==> src/rtl/jtag_axi_master_ctrl.sv <==
// JTAG debug command sequencer: one AXI4-Lite read or write per command,
// with a per-transaction hung-slave timeout and a status return path.
module jtag_axi_master_ctrl #(
  parameter int ADDR_W      = 32,
  parameter int DATA_W      = 32,
  parameter int TIMEOUT_CYC = 4096
) (
  input  logic                clk,
  input  logic                rst,
  input  logic                cmd_valid,
  output logic                cmd_ready,
  input  logic                cmd_wr,
  input  logic [ADDR_W-1:0]   cmd_addr,
  input  logic [DATA_W-1:0]   cmd_wdata,
  input  logic [DATA_W/8-1:0] cmd_strb,
  output logic                sts_valid,
  output logic [DATA_W-1:0]   sts_rdata,
  output logic [1:0]          sts_resp,
  output logic                sts_timeout,
  output logic                busy,
  output logic                m_awvalid,
  input  logic                m_awready,
  output logic [ADDR_W-1:0]   m_awaddr,
  output logic                m_wvalid,
  input  logic                m_wready,
  output logic [DATA_W-1:0]   m_wdata,
  output logic [DATA_W/8-1:0] m_wstrb,
  input  logic                m_bvalid,
  output logic                m_bready,
  input  logic [1:0]          m_bresp,
  output logic                m_arvalid,
  input  logic                m_arready,
  output logic [ADDR_W-1:0]   m_araddr,
  input  logic                m_rvalid,
  output logic                m_rready,
  input  logic [DATA_W-1:0]   m_rdata,
  input  logic [1:0]          m_rresp
);

  localparam int CNT_W = (TIMEOUT_CYC > 2) ? $clog2(TIMEOUT_CYC) : 1;
  localparam logic [CNT_W-1:0] CNT_LAST = CNT_W'((TIMEOUT_CYC > 0) ? TIMEOUT_CYC - 1 : 0);

  typedef enum logic [2:0] {IDLE, WR_REQ, WR_RESP, RD_REQ, RD_DATA, DONE} state_t;

  state_t            state, state_d;
  logic [CNT_W-1:0]  cnt, cnt_d;
  logic              awvalid_d, wvalid_d, bready_d, arvalid_d, rready_d;
  logic [1:0]        resp_d;
  logic [DATA_W-1:0] rdata_d;
  logic              to_d, accept, abort, expire;

  assign cmd_ready = (state == IDLE);
  assign busy      = (state != IDLE);
  assign sts_valid = (state == DONE);
  assign expire    = (TIMEOUT_CYC != 0) && (cnt == CNT_LAST);

  always_ff @(posedge clk) begin
    if (rst) begin
      state       <= IDLE;
      cnt         <= '0;
      m_awvalid   <= 1'b0;
      m_wvalid    <= 1'b0;
      m_bready    <= 1'b0;
      m_arvalid   <= 1'b0;
      m_rready    <= 1'b0;
      m_awaddr    <= '0;
      m_araddr    <= '0;
      m_wdata     <= '0;
      m_wstrb     <= '0;
      sts_rdata   <= '0;
      sts_resp    <= 2'b00;
      sts_timeout <= 1'b0;
    end else begin
      state       <= state_d;
      cnt         <= cnt_d;
      m_awvalid   <= awvalid_d;
      m_wvalid    <= wvalid_d;
      m_bready    <= bready_d;
      m_arvalid   <= arvalid_d;
      m_rready    <= rready_d;
      sts_rdata   <= rdata_d;
      sts_resp    <= resp_d;
      sts_timeout <= to_d;
      if (accept) begin
        m_awaddr <= cmd_addr;
        m_araddr <= cmd_addr;
        m_wdata  <= cmd_wdata;
        m_wstrb  <= cmd_strb;
      end
    end
  end

  always_comb begin
    state_d   = state;
    cnt_d     = cnt;
    awvalid_d = m_awvalid;
    wvalid_d  = m_wvalid;
    bready_d  = m_bready;
    arvalid_d = m_arvalid;
    rready_d  = m_rready;
    resp_d    = sts_resp;
    rdata_d   = sts_rdata;
    to_d      = sts_timeout;
    accept    = 1'b0;
    abort     = 1'b0;
    case (state)
      IDLE: if (cmd_valid) begin
        accept = 1'b1;
        cnt_d  = '0;
        to_d   = 1'b0;
        if (cmd_wr) begin
          state_d   = WR_REQ;
          awvalid_d = 1'b1;
          wvalid_d  = 1'b1;
        end else begin
          state_d   = RD_REQ;
          arvalid_d = 1'b1;
        end
      end
      WR_REQ: begin
        cnt_d = cnt + 1'b1;
        if (m_awready) awvalid_d = 1'b0;
        if (m_wready)  wvalid_d  = 1'b0;
        // AW and W retire independently; a channel already done counts as complete
        if ((!m_awvalid || m_awready) && (!m_wvalid || m_wready)) begin
          state_d  = WR_RESP;
          bready_d = 1'b1;
        end else if (expire) abort = 1'b1;
      end
      WR_RESP: begin
        cnt_d = cnt + 1'b1;
        if (m_bvalid) begin
          resp_d   = m_bresp;
          bready_d = 1'b0;
          state_d  = DONE;
        end else if (expire) abort = 1'b1;
      end
      RD_REQ: begin
        cnt_d = cnt + 1'b1;
        if (m_arready) begin
          arvalid_d = 1'b0;
          rready_d  = 1'b1;
          state_d   = RD_DATA;
        end else if (expire) abort = 1'b1;
      end
      RD_DATA: begin
        cnt_d = cnt + 1'b1;
        if (m_rvalid) begin
          rdata_d  = m_rdata;
          resp_d   = m_rresp;
          rready_d = 1'b0;
          state_d  = DONE;
        end else if (expire) abort = 1'b1;
      end
      DONE:    state_d = IDLE;
      default: state_d = IDLE;
    endcase
    // A completing handshake takes priority; abort only fires when none occurred
    if (abort) begin
      awvalid_d = 1'b0;
      wvalid_d  = 1'b0;
      bready_d  = 1'b0;
      arvalid_d = 1'b0;
      rready_d  = 1'b0;
      to_d      = 1'b1;
      resp_d    = 2'b10;
      state_d   = DONE;
    end
  end

endmodule

==> config.mk <==
export PLATFORM = sky130hd
export DESIGN_NAME = jtag_axi_master_ctrl
export DESIGN_NICKNAME = d
export VERILOG_FILES = /design/src/rtl/jtag_axi_master_ctrl.sv
export SDC_FILE = /design/constraint.sdc
export NUM_CORES = 1
export LEC_CHECK = 0
export CORE_ASPECT_RATIO = 0.8
export CORE_MARGIN = 4
export CORE_UTILIZATION = 36
export DETAILED_ROUTE_END_ITERATION = 12
export HOLD_SLACK_MARGIN = 0.15
export PLACE_DENSITY = 0.83
export SLEW_MARGIN = 20
export SYNTH_ARGS = -nofsm -noshare
export SYNTH_HDL_FRONTEND = slang
export SYNTH_SLANG_ARGS = --single-unit
==> constraint.sdc <==
create_clock -name clk -period 1.7 [get_ports clk]
set_clock_uncertainty 0.1 [all_clocks]
set_input_delay 0.255 -clock clk [delete_from_list [all_inputs] [get_ports clk]]
set_output_delay 0.255 -clock clk [all_outputs]
set_load 0.01 [all_outputs]
### Word level (Yosys, flattened, before mapping)

Index checks and enable logic that the tools add are counted.

* memories kept: 0
* input bits: 113
* bits in latches: 0
* word-level logic and storage cells: 107
* bits in writable memories: 0
* ROM bits: 0
* output and inout port bits: 143
* register bits after elaboration: 123

* multiply operators: 0
* bitwise operators: 0
* eq/ne operators: 20
* muxes and demuxes: 41
* add/subtract/negate cells: 1
* reduce and logical (&&, ||, !) cells: 30
* divide/modulo/power cells: 0
* $lt $le $gt $ge: 0
* shift-type cells: 0

Operators by type and width (count)
* $pmux W12 S2: 1
* $mux W1: 21
* $mux W3: 6
* $ne A2 B2 Y1 const B: 8
* $reduce_bool A2 Y1: 8
* $pmux W3 S5: 1
* $add A12 B1 Y12 const B: 1
* $eq A12 B12 Y1 const B: 1
* $mux W12: 1
* $ne A3 B3 Y1 const B: 4
* $reduce_and A3 Y1: 4
* $reduce_and A4 Y1: 3
* $pmux W1 S2: 5
* $reduce_and A5 Y1: 2
* $mux W2: 4
* $eq A3 B2 Y1 const B: 2
* $eq A3 B3 Y1 const B: 2
* $reduce_and A2 Y1: 3
* $reduce_bool A3 Y1: 2
* $pmux W1 S4: 1
* $pmux W2 S2: 1
* $reduce_or A4 Y1: 1
* $eq A3 B1 Y1 const B: 1
* $logic_not A3 Y1: 1
* 6 further kinds: 8

### Depth between registers and ports, before layout

Gate-level depths: netlist of run 1.

* word-level depth: 7
* gate-level depth with buffers: 8
* mapped depth without buffers: 5

### Worst setup path after synthesis of run 1

OpenSTA, ideal clock, no wires.

* kind: register to register
* start: register state[1]
* end: register m_araddr[0]
* data arrival time: 1431 ps
* cell stages (with the launch flop): 9
* required time: 1468 ps
* clock period less this slack: 1663 ps
* path buffers: 3
* library setup time: 132 ps
* path slack: 37 ps
* cells stage by stage: dfxtp_1 > buf_4 > or3_4 > inv_2 > nand2_1 > buf_2 > buf_6 > nand2_1 > a21oi_1

* cells in the longest elaborated chain, start to end: 2

RTL lines
* start, declared: line 45 `state_t state, state_d;`
* start signal, assigned: line 74 `state <= state_d;`
* $logic_not A3 Y1
* net cmd_ready: line 11 `output logic cmd_ready,`
* $mux W1: line 106 `case (state)`
* end signal, assigned: line 86 `m_araddr <= cmd_addr;`
* end, declared: line 33 `output logic [ADDR_W-1:0] m_araddr,`

The timed path passes the listed nets, and every way through them passes these cells.
A chain may end at the register's enable or synchronous reset.

### Final worst setup path of run 1

* start: register state[2]
* end: output cmd_ready

* cells in the longest elaborated chain, start to end: 1

RTL lines
* $logic_not A3 Y1: line 52 `assign cmd_ready = (state == IDLE);`
* end, declared: line 11

No other way between the ends.

==> results of run 1 <==
==> layer usage <==
| layer | routed length [um] | vias to the layer above |
|---|---|---|
| li1 | - | 2550 |
| met1 | 6650 | 2326 |
| met2 | 7730 | 200 |
| met3 | 1630 | 6 |
| met4 | 133 | 0 |
| met5 | 0 | - |
==> state kept, by name (all words and copies together) (netlist names) <==
register and cells:
m_araddr 32, sts_timeout 1, m_awvalid 1, m_wvalid 1, m_wstrb 4, m_wdata 32
sts_rdata 32, m_bready 1, m_rready 1, m_arvalid 1, sts_resp 2, state 3
cnt 12
==> placed cells by master (no fill, tap or decap), types with 3 or more instances in the layout <==
cell and count:
dlymetal6s2s_1 45, nand3_1 4, or3_1 3, nand4_1 4
dlygate4sd2_1 19, clkinvlp_4 3, a21oi_1 109, buf_4 42
buf_12 5, bufinv_16 3, xor2_1 3, o21ai_0 6
nand2_1 209, dfxtp_1 120, nor2_1 10, inv_1 9
a311oi_1 3, or4_1 4, a211oi_1 5, clkinv_4 3
clkbuf_16 18, buf_6 6, nand2b_1 3, clkdlybuf4s50_1 187
dfxtp_4 3
==> per-stage QoR <==
step                      hold slack [ns]  instance area [um^2]  setup slack [ns]
after CTS                           0.278                  8400           -0.0370
after global routing                0.281                  8640           -0.0455
after global placement              0.339                  7800            -0.237
final                               0.301                  8640            0.0284
after floorplan                     0.270                  5050            0.0371
after detailed placement            0.338                  7800            -0.247
==> area by class of cell <==
cell class                      instances  area share
Sequential cell                       123       0.286
Timing Repair Buffer                  309       0.364
Clock inverter                         13      0.0193
Clock buffer                           19      0.0512
Multi-Input combinational cell        413       0.249
Inverter                               10     0.00434
Tap cell                              180      0.0261
==> worst register-to-register path, cell delays in order, from the launching register on <==
cell     delay, ns
dfxtp_4       0.39
buf_8         0.15
nor4b_4       0.05
buf_4         0.15
or2_4         0.25
or4_1         0.46
nand2_1       0.07
==> report_power, final <==
group	internal, mW	switching (mW)	leakage, nW
Sequential	3.38	0.335	1.00
Clock	2.36	1.34	0.290
Combinational	2.17	2.03	2.70
Total	7.91	3.70	3.99
==> timing repair <==
action | 4_1_cts | 5_1_grt
gates resized for setup | 36 | 67
setup endpoints to repair | 91 | 133
cloned | 0 | 1
endpoints found under the hold margin | 4 | 0
pin swaps | 0 | 5
buffers inserted | 0 | 2
hold buffers | 1 | 0
==> worst max path at each step <==
stage / startpoint / end / slack [ns] / depth (start not counted)
floorplan: state[1] / m_araddr[0] / 0.04 / 8
global placement: m_awready / state[1] / -0.24 / 5
detailed placement: cmd_valid / cnt[9] / -0.25 / 5
CTS: state[2] / m_araddr[31] / -0.04 / 5
global route: cnt[4] / sts_resp[1] / -0.05 / 5
finish: state[2] / cmd_ready / 0.03 / 3
==> logic make-up (layout without fill, tap and decap cells) <==
family	after synthesis	after routing	synth area share
fa+ha+maj	1	1	0.00248
simple gates	258	258	0.221
mux	4	4	0.00916
flops	123	123	0.487
compound gates	146	146	0.173
xor+xnor	4	4	0.00693
buf+inv	84	351	0.100
==> out/metrics.yaml, run 1 <==
outcome: "finished clean"
path_max_fanout: 6
crit_family: "simple AND/OR/NAND/NOR gates"
first_pass_iters: 7
cts.sinks: 123
arrival_ns: 1.32
antenna_found_initial: 0
slowest_delay_ns: 0.39
finalSetupViolCount: 0
synth_cells: 620
crit_slowest_cell: "or3_4"
yosysTopAreaCell: "dfxtp_1"
final.min_clock_period_ns: 1.67
synthToLayoutAreaGrowth_pct: 71.0
max_cap_viol_count: 0
nets: 988
end_kind: "output port"
grt_pass1_vias: 4852
synth_flop_cell: "dfxtp_1"
drt-initial-drc-count: 285
max_slew.worst_pin.slew_ns: 0.467
grt_max_degree: 66
cts.clk_slew.worst_paths_ns: 0.06
num_vias: 5082
grt_util_met3: 0.0809
utilization: 0.633
relSlewSlack: 0.687
synthTopCellsByArea: "dfxtp_1, nand2_1, a21oi_1"
ys_seq_area_frac: 0.487
diodes: 0
die_x_um: 140
min_from: "cmd_addr[25]"
worstSkewPairLatency_ns: 0.40
yosys_warnings: 0
clk_path_buf_depth: 2
path_buf_inv: 2
rsz0062_at_grt: "yes"
routabilityCongestion: 0.835
use_met1: 0.223
syn_area_mm2: 0.00505
worstHoldPathCells: 3
dp_hpwl_mm: 11.6
critPathLaunchType: "flop"
cts_buffers: 17
p_leak_nw: 3.99
max_freq_mhz: 598
start_util: 0.370
pin_count: 256
r2r_slack_ns: 0.03
vias_per_cell: 4.76
syn_nets: 734
yosysMostFrequentCell: "nand2_1"
cts_tree: "yes"
synth_seq_cells: 123
synth_edf_count: 0
numPortBuffers: 255
num_rows: 38
nFillCells: 1143
hp-class: "in -> reg"
async_flop_share: 0
ant_nets: 0
core_area_mm2: 0.0136
gr-usage-all-layers: 0.188
register_area_mm2: 0.00247
overflow: 0
power_mw: 11.6
grt.busiest_layer: "met2"
ctsRootBufferMaster: "clkbuf_16"
htree_levels: 4
path_class: "reg -> out"
grtUsageMet2: 0.312
holdPathEnd: "m_araddr[25]"
worst_r2r_path_depth: 6
synth_cell_types: 56
multiInputGateArea_mm2: 0.00215
r2r_start: "state[2]"
wl_per_cell_um: 15.1
grt_pass1_wl_mm: 24.4
drive_gt1_frac: 0.132
hold_viol_final: 0
fin_crit_sh: 0.983
drc: 0
dp_cells: 1031
slew_violations: 0
ir_drop_mv: 0.746
finalNonFillerCells: 1067
path_cells: "or3_4, inv_2, buf_6"
worstPathRequired_ns: 1.34
fp.dieArea_mm2: 0.0160
die_h_um: 114
tns_ns: 0
routed_wl_mm: 16.1
powerDensity_mw_per_mm2: 1340
synth_commonest_cells: "nand2_1, dfxtp_1, a21oi_1"
avgSynthCellArea_um2: 8.15
r2r-end: "cnt[4]"
yosysTopAreaCellShare: 0.487
Power figures use the tool's default switching activity.
==> inputs of run 2 (changes only) <==
--- a/config.mk
+++ b/config.mk
@@ -7,10 +7,11 @@
 export LEC_CHECK = 0
 export CORE_ASPECT_RATIO = 0.8
 export CORE_MARGIN = 4
-export CORE_UTILIZATION = 36
+export CORE_UTILIZATION = 51
 export DETAILED_ROUTE_END_ITERATION = 12
+export DONT_BUFFER_PORTS = 1
 export HOLD_SLACK_MARGIN = 0.15
-export PLACE_DENSITY = 0.83
+export PLACE_DENSITY = 0.76
 export SLEW_MARGIN = 20
 export SYNTH_ARGS = -nofsm -noshare
 export SYNTH_HDL_FRONTEND = slang
==> out/metrics.yaml, run 2 (same netlist as run 1, synthesis figures left out) <==
outcome: "complete, but fails checks"
violations: "hold timing, setup timing"
grt_pass1_wl_mm: 20.7  # -15%
cts_buffers: 17  # unchanged
num_vias: 4415  # -13%
path_max_fanout: 6  # unchanged
power_mw: 10.9  # -5.9%
die_x_um: 119  # -15%
drt-initial-drc-count: 262  # -8.1%
max_cap_viol_count: 0  # unchanged
final_common_cell: "nand2_1"
arrival_ns: 2.03  # +0.71 ns
slew_violations: 0  # unchanged
path_class: "reg -> reg"
whs_ns: -0.162  # -0.462 ns
fin_crit_sh: 1.06  # +0.0740
placed_area_mm2: 0.00506  # -35%
gr-usage-all-layers: 0.218  # +0.0299
slowest_delay_ns: 0.43  # +0.04 ns
antenna_found_initial: 0  # unchanged
drc: 0  # unchanged
dp_cells: 714  # -31%
fp.dieArea_mm2: 0.0116  # -28%
start_util: 0.524  # +0.153
path_common_cell: "buf_4"
ant_nets: 0  # unchanged
crit_slowest_cell: "or4_4"
grt_max_degree: 112  # +70%
ctsRootBufferMaster: "clkbuf_16"
hold_viol_final: 106  # +106
nets: 750  # -24%
reg_top3: "m_araddr: 32 flops, m_wdata: 32 flops, sts_rdata: 32 flops"
end_kind: "flop"
tns_ns: -2.59  # -2.59 ns
numPortBuffers: 0  # -100%
worstSkewPairLatency_ns: 0.40  # about the same
max_slew.worst_pin.slew_ns: 0.344  # -0.123 ns
hp-class: "in -> reg"
routed_wl_mm: 15.5  # -4.0%
core_area_mm2: 0.00965  # -29%
routabilityCongestion: 0.889  # +6.4%
crit_family: "simple AND/OR/NAND/NOR gates"
ir_drop_mv: 0.999  # +34%
worst_slack_ns: -0.0974  # -0.126 ns
wl_per_cell_um: 19.7  # +30%
pin_count: 256  # unchanged
layout_common_cells: "nand2_1, dfxtp_1, a21oi_1"
critPathLaunchType: "flop"
htree_levels: 4  # unchanged
num_rows: 32  # -16%
vias_per_cell: 5.62  # +18%
powerDensity_mw_per_mm2: 1740  # +30%
dp_worst_setup_slack_ns: -0.0969  # +0.150 ns
diodes: 0  # unchanged
cts_tree: "yes"
max_freq_mhz: 556  # -7.0%
overflow: 0  # unchanged
first_pass_iters: 5  # -2
synthToLayoutAreaGrowth_pct: 24.3
path_cells: "buf_4, buf_4, o21ai_4, nand3_4, or4_4, a21oi_2"
cts.sinks: 123  # unchanged
path_buf_inv: 2  # unchanged
finalNonFillerCells: 785  # -26%
dp_hpwl_mm: 9.42  # -19%
finalSetupViolCount: 74  # +74
relSlewSlack: 0.770  # +0.0836
worstPathRequired_ns: 1.93  # +0.59 ns
clk_path_buf_depth: 2  # unchanged
drive_gt1_frac: 0.206  # +0.0746
final.min_clock_period_ns: 1.80  # +0.126 ns
rsz0062_at_grt: "yes"
cts.clk_slew.worst_paths_ns: 0.06  # about the same
grt_pass1_vias: 4030  # -17%
final_area_mm2: 0.00628  # -27%
die_h_um: 97.0  # -15%
cts_hold_buf: 9  # +8
p_leak_nw: 2.31  # -42%
## run 2: power by group
part,internal (mW),switching (mW)
logic,1.67,1.78
registers,3.37,0.719
clock network,2.04,1.35
## run 2: path summary, 6_finish.rpt
path / slack, ns / startpoint / endpoint / depth (start not counted)
worst max-delay path: -0.1 / state[0] / cnt[9] / 6
worst max register to register: -0.1 / state[0] / cnt[9] / 6
worst min register to register: 0.40 / cnt[5] / cnt[5] / 2
worst min-delay path: -0.16 / rst / m_araddr[3] / 1
## run 2: area by class of cell
type                    count  area, um^2
fillers                   737        3370
well taps                 136         170
clock buffers              18         429
flip-flops and latches    123        2470
inverters                  10        37.5
clock inverters            14         135
repair buffers             70         808
multi-input cells         414        2230
## run 2: per-stage QoR
| stage | util | hold WS, ns |
|---|---|---|
| 3_3_place_gp | 0.525 | 0.232 |
| 2_1_floorplan | - | 0.270 |
| 6_report | 0.651 | -0.162 |
| 3_5_place_dp | 0.525 | 0.236 |
| 4_1_cts | 0.601 | -0.182 |
| 5_1_grt | 0.651 | -0.181 |
## run 2: what timing repair did
item,in CTS,in global routing
resized for setup,13,29
buffers inserted,5,11
cloned,0,14
setup endpoints to repair,93,121
endpoints found under the hold margin,117,110
pin swaps,2,7
## run 2: worst reg2reg max path, stage by stage (launching register included)
cell	delay [ns]
dfxtp_4	0.36
buf_4	0.16
buf_4	0.15
o21ai_4	0.27
nand3_4	0.13
or4_4	0.43
a21oi_2	0.13
## run 2: per-layer routing
metal	GRT usage	vias to the layer above	share of wire
met2	0.372	261	0.49
li1	-	2077	-
met4	0.0669	0	0.013
met5	0	-	0
met1	0.254	2052	0.40
met3	0.0842	25	0.10
